[src/rtl/shotclock_alarm_if.sv]
// Signal bundle between the shot-clock counter/debounce stage, the alarm block,
// and the buzzer pin / seven-segment mux.
interface shotclock_alarm_if #(
    parameter int VCNT_W = 4
);
    logic              zero;
    logic              load;
    logic              ack;
    logic              buzzer;
    logic              blank;
    logic              alarm_active;
    logic [VCNT_W-1:0] violations;

    // Upstream/controller side: drives the counter status and pulses.
    modport master (
        output zero, load, ack,
        input  buzzer, blank, alarm_active, violations
    );

    // Alarm block side.
    modport slave (
        input  zero, load, ack,
        output buzzer, blank, alarm_active, violations
    );
endinterface

[src/rtl/shotclock_alarm.sv]
// Shot-clock expiry alarm: on each rising edge of the counter's zero flag, plays
// NUM_BEEPS tone bursts separated by silent gaps, flashes the display during gaps,
// and keeps a saturating count of violations. load or ack cancels the alarm.
module shotclock_alarm #(
    parameter int CLK_HZ    = 100_000_000,
    parameter int TONE_HZ   = 2_000,
    parameter int BEEP_MS   = 250,
    parameter int GAP_MS    = 250,
    parameter int NUM_BEEPS = 3,
    parameter int VCNT_W    = 4
) (
    input  logic               clk,
    input  logic               rst_n,
    shotclock_alarm_if.slave   bus
);
    localparam int HALF     = CLK_HZ / (2 * TONE_HZ);
    localparam int BEEP_CYC = CLK_HZ / 1000 * BEEP_MS;
    localparam int GAP_CYC  = CLK_HZ / 1000 * GAP_MS;
    localparam int TMR_MAX  = (BEEP_CYC > GAP_CYC) ? BEEP_CYC : GAP_CYC;
    // Down-counters hold at most (cycles - 1); keep at least one bit.
    localparam int TMR_W    = (TMR_MAX > 1) ? $clog2(TMR_MAX) : 1;
    localparam int TONE_W   = (HALF > 1) ? $clog2(HALF) : 1;
    localparam int BL_W     = $clog2(NUM_BEEPS + 1);

    generate
        if (HALF < 1 || BEEP_CYC < 1 || GAP_CYC < 1 || NUM_BEEPS < 1) begin : g_bad_params
            $error("shotclock_alarm: derived HALF/BEEP_CYC/GAP_CYC or NUM_BEEPS below 1");
        end
    endgenerate

    typedef enum logic [1:0] {
        IDLE,
        BEEP,
        GAP,
        HOLD
    } state_t;

    state_t            state;
    logic              zero_q;
    logic [TMR_W-1:0]  tmr;
    logic [TONE_W-1:0] tone_cnt;
    logic [BL_W-1:0]   beeps_left;
    logic              buzzer_q;
    logic              blank_q;
    logic              active_q;
    logic [VCNT_W-1:0] violations_q;
    logic              expiry;

    assign expiry = bus.zero && !zero_q;

    assign bus.buzzer       = buzzer_q;
    assign bus.blank        = blank_q;
    assign bus.alarm_active = active_q;
    assign bus.violations   = violations_q;

    // Alarm sequencer: state, timers, tone generator and registered outputs.
    always_ff @(posedge clk) begin
        if (!rst_n) begin
            state        <= IDLE;
            zero_q       <= 1'b1;
            tmr          <= '0;
            tone_cnt     <= '0;
            beeps_left   <= '0;
            buzzer_q     <= 1'b0;
            blank_q      <= 1'b0;
            active_q     <= 1'b0;
            violations_q <= '0;
        end else begin
            zero_q <= bus.zero;
            // load cancels everywhere and masks a coincident expiry; ack only
            // cancels outside IDLE so an expiry alongside it in IDLE still starts.
            if (bus.load || (bus.ack && state != IDLE)) begin
                state    <= IDLE;
                buzzer_q <= 1'b0;
                blank_q  <= 1'b0;
                active_q <= 1'b0;
            end else begin
                case (state)
                    IDLE: begin
                        if (expiry) begin
                            state      <= BEEP;
                            beeps_left <= BL_W'(NUM_BEEPS);
                            tmr        <= TMR_W'(BEEP_CYC - 1);
                            tone_cnt   <= TONE_W'(HALF - 1);
                            buzzer_q   <= 1'b1;
                            blank_q    <= 1'b0;
                            active_q   <= 1'b1;
                            if (violations_q != '1) begin
                                violations_q <= violations_q + VCNT_W'(1);
                            end
                        end
                    end
                    BEEP: begin
                        if (tmr == '0) begin
                            beeps_left <= beeps_left - BL_W'(1);
                            buzzer_q   <= 1'b0;
                            if (beeps_left > BL_W'(1)) begin
                                state   <= GAP;
                                tmr     <= TMR_W'(GAP_CYC - 1);
                                blank_q <= 1'b1;
                            end else begin
                                state   <= HOLD;
                                blank_q <= 1'b0;
                            end
                        end else begin
                            tmr <= tmr - TMR_W'(1);
                            if (tone_cnt == '0) begin
                                tone_cnt <= TONE_W'(HALF - 1);
                                buzzer_q <= ~buzzer_q;
                            end else begin
                                tone_cnt <= tone_cnt - TONE_W'(1);
                            end
                        end
                    end
                    GAP: begin
                        if (tmr == '0) begin
                            state    <= BEEP;
                            tmr      <= TMR_W'(BEEP_CYC - 1);
                            tone_cnt <= TONE_W'(HALF - 1);
                            buzzer_q <= 1'b1;
                            blank_q  <= 1'b0;
                        end else begin
                            tmr <= tmr - TMR_W'(1);
                        end
                    end
                    HOLD: begin
                        buzzer_q <= 1'b0;
                        blank_q  <= 1'b0;
                    end
                    default: begin
                        state    <= IDLE;
                        buzzer_q <= 1'b0;
                        blank_q  <= 1'b0;
                        active_q <= 1'b0;
                    end
                endcase
            end
        end
    end
endmodule

[src/flat_wrapper.sv]
// flat-port wrapper written by rule: the top's interface ports become plain ports
module shotclock_alarm_flat 
#(
    parameter int CLK_HZ    = 100_000_000,
    parameter int TONE_HZ   = 2_000,
    parameter int BEEP_MS   = 250,
    parameter int GAP_MS    = 250,
    parameter int NUM_BEEPS = 3,
    parameter int VCNT_W    = 4
)
  (clk, rst_n, bus_zero, bus_load, bus_ack, bus_buzzer, bus_blank, bus_alarm_active, bus_violations);
  shotclock_alarm_if #(.VCNT_W(VCNT_W)) bus_i ();
  input  logic clk;
  input  logic rst_n;
  input wire logic [$bits(bus_i.zero)-1:0] bus_zero;
  input wire logic [$bits(bus_i.load)-1:0] bus_load;
  input wire logic [$bits(bus_i.ack)-1:0] bus_ack;
  output wire logic [$bits(bus_i.buzzer)-1:0] bus_buzzer;
  output wire logic [$bits(bus_i.blank)-1:0] bus_blank;
  output wire logic [$bits(bus_i.alarm_active)-1:0] bus_alarm_active;
  output wire logic [$bits(bus_i.violations)-1:0] bus_violations;
  assign bus_i.zero = bus_zero;
  assign bus_i.load = bus_load;
  assign bus_i.ack = bus_ack;
  assign bus_buzzer = bus_i.buzzer;
  assign bus_blank = bus_i.blank;
  assign bus_alarm_active = bus_i.alarm_active;
  assign bus_violations = bus_i.violations;
  shotclock_alarm #(.CLK_HZ(CLK_HZ), .TONE_HZ(TONE_HZ), .BEEP_MS(BEEP_MS), .GAP_MS(GAP_MS), .NUM_BEEPS(NUM_BEEPS), .VCNT_W(VCNT_W)) u_core (.clk(clk), .rst_n(rst_n), .bus(bus_i));
endmodule
[config.mk]
export PLATFORM = sky130hd
export DESIGN_NAME = shotclock_alarm_flat
export DESIGN_NICKNAME = d
export VERILOG_FILES = /design/src/rtl/shotclock_alarm_if.sv /design/src/rtl/shotclock_alarm.sv /design/src/flat_wrapper.sv
export SDC_FILE = /design/constraint.sdc
export NUM_CORES = 1
export LEC_CHECK = 0
export CAP_MARGIN = 20
export CORE_ASPECT_RATIO = 0.9
export CORE_MARGIN = 5
export CORE_UTILIZATION = 50
export CTS_CLUSTER_SIZE = 14
export DETAILED_ROUTE_END_ITERATION = 10
export PLACE_DENSITY = 0.68
export RECOVER_POWER = 25
export SLEW_MARGIN = 20
export SYNTH_ARGS = -nofsm -noshare
export SYNTH_HDL_FRONTEND = slang
export SYNTH_SLANG_ARGS = --single-unit
[constraint.sdc]
create_clock -name clk -period 3.7 [get_ports clk]
set_input_delay 0.37 -clock clk [delete_from_list [all_inputs] [get_ports clk]]
set_output_delay 0.37 -clock clk [all_outputs]
set_load 0.01 [all_outputs]
==> impl_metrics.env <==
export IMPL_rsz0062_at_grt="no"
export IMPL_num_rows=25
export IMPL_worst_hold_path_type="reg -> reg"
export IMPL_seq_area_frac_synth=0.372
export IMPL_synth_nets=343
export IMPL_dp_slack_ps=907
export IMPL_power_switching_uw=384
export IMPL_final_setup_worst_slack_ps=865
export IMPL_start_util=0.523
export IMPL_finalClockSkew_ps=9.33
export IMPL_power_density_mw_per_mm2=428
export IMPL_drt_iter0_markers=187
export IMPL_post_cts_setup_buffers=0
export IMPL_async_flop_share=0
export IMPL_yosysWarnings=0
export IMPL_netlist_instances=329
export IMPL_synth_edff_count=0
export IMPL_vdd_ir_drop_max_v=0.000267
export IMPL_multi_input_area_mm2=0.00164
export IMPL_seqPwrFrac=0.457
export IMPL_route_detailed_drc=0
export IMPL_clkPwrFrac=0.339
export IMPL_cts_hold_buffers_added=0
export IMPL_overflow=0
export IMPL_slew_headroom=0.557
export IMPL_critPathCaptureType="register"
export IMPL_core_area_mm2=0.00535
export IMPL_drive_gt1_frac=0.0938
export IMPL_intPower_uw=948
export IMPL_p_comb_frac=0.204
export IMPL_synthFlopType="dfxtp_1"
export IMPL_num_vias=2489
export IMPL_arrival_ps=3070
export IMPL_area_delta_synth_final_pct=11.2
export IMPL_cts_sinks=52
export IMPL_ctsResizeCount=0
export IMPL_ys_top_cells_by_area="dfxtp_1 37%, a21oi_1 4.6%, nor2_1 4.2%"
export IMPL_diodes=0
export IMPL_numCtsBuffers=5
export IMPL_die_x_um=88.9
export IMPL_grt_pass1_wl_um=10900
export IMPL_ys_ff_latch=52
export IMPL_grt_max_degree=23
export IMPL_dieArea_mm2=0.00720
export IMPL_avgViaCountPerCell=6.10
export IMPL_dr_pass1_iters=5
export IMPL_worst_path_max_fanout=13
export IMPL_hpwl_um=4280
export IMPL_finalNetCount=355
export IMPL_layout_area_seq_mm2=0.00104
export IMPL_hold_viol_final=0
export IMPL_fmax_ghz=0.353
export IMPL_cts_buffer_depth=2
export IMPL_tns_ps=0
export IMPL_period_needed_ps=2830
export IMPL_yosysTopAreaCellShare=0.372
export IMPL_gp_congestion=0.846
export IMPL_switching_share=0.288
export IMPL_worst_setup_path_start_kind="register"
export IMPL_p_leak_nw=1.14
export IMPL_io_buffer_count=11
export IMPL_ys_types=55
export IMPL_grt_pass1_vias=2350
export IMPL_h_tree_depth=2
export IMPL_maxCapViolCount=0
export IMPL_ios=12
export IMPL_die_h_um=81.0
export IMPL_netlist_area_mm2=0.00280
export IMPL_fin_crit_sh=0.766
export IMPL_ant_nets=0
export IMPL_worstSetupPathType="reg -> reg"
export IMPL_synth_top_cell_by_area="dfxtp_1"
export IMPL_required_ps=3940
export IMPL_wirelength_um=6200
export IMPL_insertion_delay_ps=310
export IMPL_grt_antenna_before_repair=0
export IMPL_grt_use_total=0.189
export IMPL_avgRoutedWirePerCell_um=15.2
export IMPL_path_clk_slew_ps=90
export IMPL_cts_tree="yes"
export IMPL_synth_avg_cell_area_um2=8.51
export IMPL_slew_viol_final=0
export IMPL_status="completed"
export IMPL_worst_pin_slew_ps=656
export IMPL_layout_filler_cells=476
export IMPL_setup_viol_count_final=0
export IMPL_cts_root_buf="clkbuf_8"
## cells in the final DEF (no fill, tap or decap), types with 3 or more instances in the layout
cell / netlist / layout
a211o_1: 3 / 3
a211oi_1: 4 / 4
a211oi_2: 4 / 4
a21oi_1: 26 / 26
a311oi_1: 12 / 12
a31oi_1: 5 / 5
buf_4: 0 / 8
clkbuf_8: 0 / 5
clkdlybuf4s50_1: 0 / 3
dfxtp_1: 52 / 52
dlygate4sd3_1: 0 / 8
ha_1: 9 / 9
inv_1: 13 / 13
mux2i_1: 3 / 3
nand2_1: 26 / 26
nand2b_1: 6 / 6
nand3_1: 6 / 6
nand4_1: 6 / 6
nor2_1: 31 / 31
nor3_1: 17 / 17
nor3b_1: 3 / 3
nor4_1: 7 / 7
o21a_1: 6 / 6
o21ai_0: 7 / 7
o31ai_1: 6 / 6
or2_2: 3 / 3
or3_1: 8 / 8
or4_1: 3 / 3
xnor2_1: 7 / 7
xor2_1: 9 / 9
## synth_stat cells (6+ instances only)
library cell and count:
dfxtp_1 52, nor2_1 31, a21oi_1 26, nand2_1 26, nor3_1 17, inv_1 13
a311oi_1 12, clkbuf_1 10, ha_1 9, xor2_1 9, or3_1 8, nor4_1 7
o21ai_0 7, xnor2_1 7, nand2b_1 6, nand3_1 6, nand4_1 6, o21a_1 6
o31ai_1 6
## power groups by stage
stage,Clock [mW],Sequential (mW),Combinational [mW]
6_report,0.452,0.608,0.272
5_1_grt,0.489,0.613,0.303
4_1_cts,0.463,0.608,0.269
3_5_place_dp,0,0.621,0.268
3_3_place_gp,0,0.620,0.267
2_1_floorplan,0,0.615,0.210
## final timing paths
check                     startpoint                 endpoint  slack, ps  cells after the start
max                   u_core.tmr[18]           u_core.tmr[17]        870                      7
min          u_core.bus.alarm_active  u_core.bus.alarm_active        470                      2
max reg2reg           u_core.tmr[18]           u_core.tmr[17]        870                      7
min reg2reg  u_core.bus.alarm_active  u_core.bus.alarm_active        470                      2
## area by class of cell
class                   count  share of cell area
multi-input cells         249               0.526
flip-flops and latches     52               0.335
repair buffers             19              0.0547
well taps                  67              0.0269
clock buffers               5              0.0221
clock inverters             2              0.0193
inverters                  14              0.0169
## kinds of logic (layout without fill, tap and decap cells)
group / count (synthesis) / count (layout) / synth area share
xor gates and xnor gates: 16 / 16 / 0.0501
AOI/OAI and AO/OA: 91 / 91 / 0.240
buffers and inverters: 28 / 40 / 0.0438
muxes: 3 / 3 / 0.0107
and+or+nand+nor: 130 / 130 / 0.243
adders and majority gates: 9 / 9 / 0.0402
DFF: 52 / 52 / 0.372
## flip-flops by register name, summed over array words and instances (netlist names)
name / flops
u_core.bus.blank: 1
u_core.state: 2
u_core.bus.violations: 4
u_core.zero_q: 1
u_core.tmr: 25
u_core.tone_cnt: 15
u_core.beeps_left: 2
u_core.bus.alarm_active: 1
u_core.bus.buzzer: 1
## critical path, cell delays in order (launching register included)
cell and delay, ps:
dfxtp_1 360, or4_1 590, nor4b_1 640, a41oi_1 220
buf_4 240, o21ai_2 190, nand2_1 320, a21oi_1 210
## routing by layer
| layer | up-vias | track usage | wire (um) |
|---|---|---|---|
| li1 | 1255 | - | - |
| met2 | 74 | 0.283 | 2610 |
| met4 | 0 | 0.0483 | 53 |
| met3 | 8 | 0.0396 | 301 |
| met1 | 1152 | 0.275 | 3240 |
| met5 | - | 0 | 0 |
## per-stage QoR
| stage | area [um2] | util | instances | hold WS, ps | total power [mW] |
|---|---|---|---|---|---|
| after floorplan | 2800 | - | 329 | 448 | 0.826 |
| after global placement | 2980 | 0.558 | 401 | 439 | 0.887 |
| after detailed placement | 2980 | 0.558 | 401 | 463 | 0.889 |
| after CTS | 3110 | 0.582 | 408 | 480 | 1.34 |
| after global routing | 3110 | 0.582 | 408 | 500 | 1.40 |
| final | 3110 | 0.582 | 408 | 465 | 1.33 |
Power figures use the tool's default switching activity.
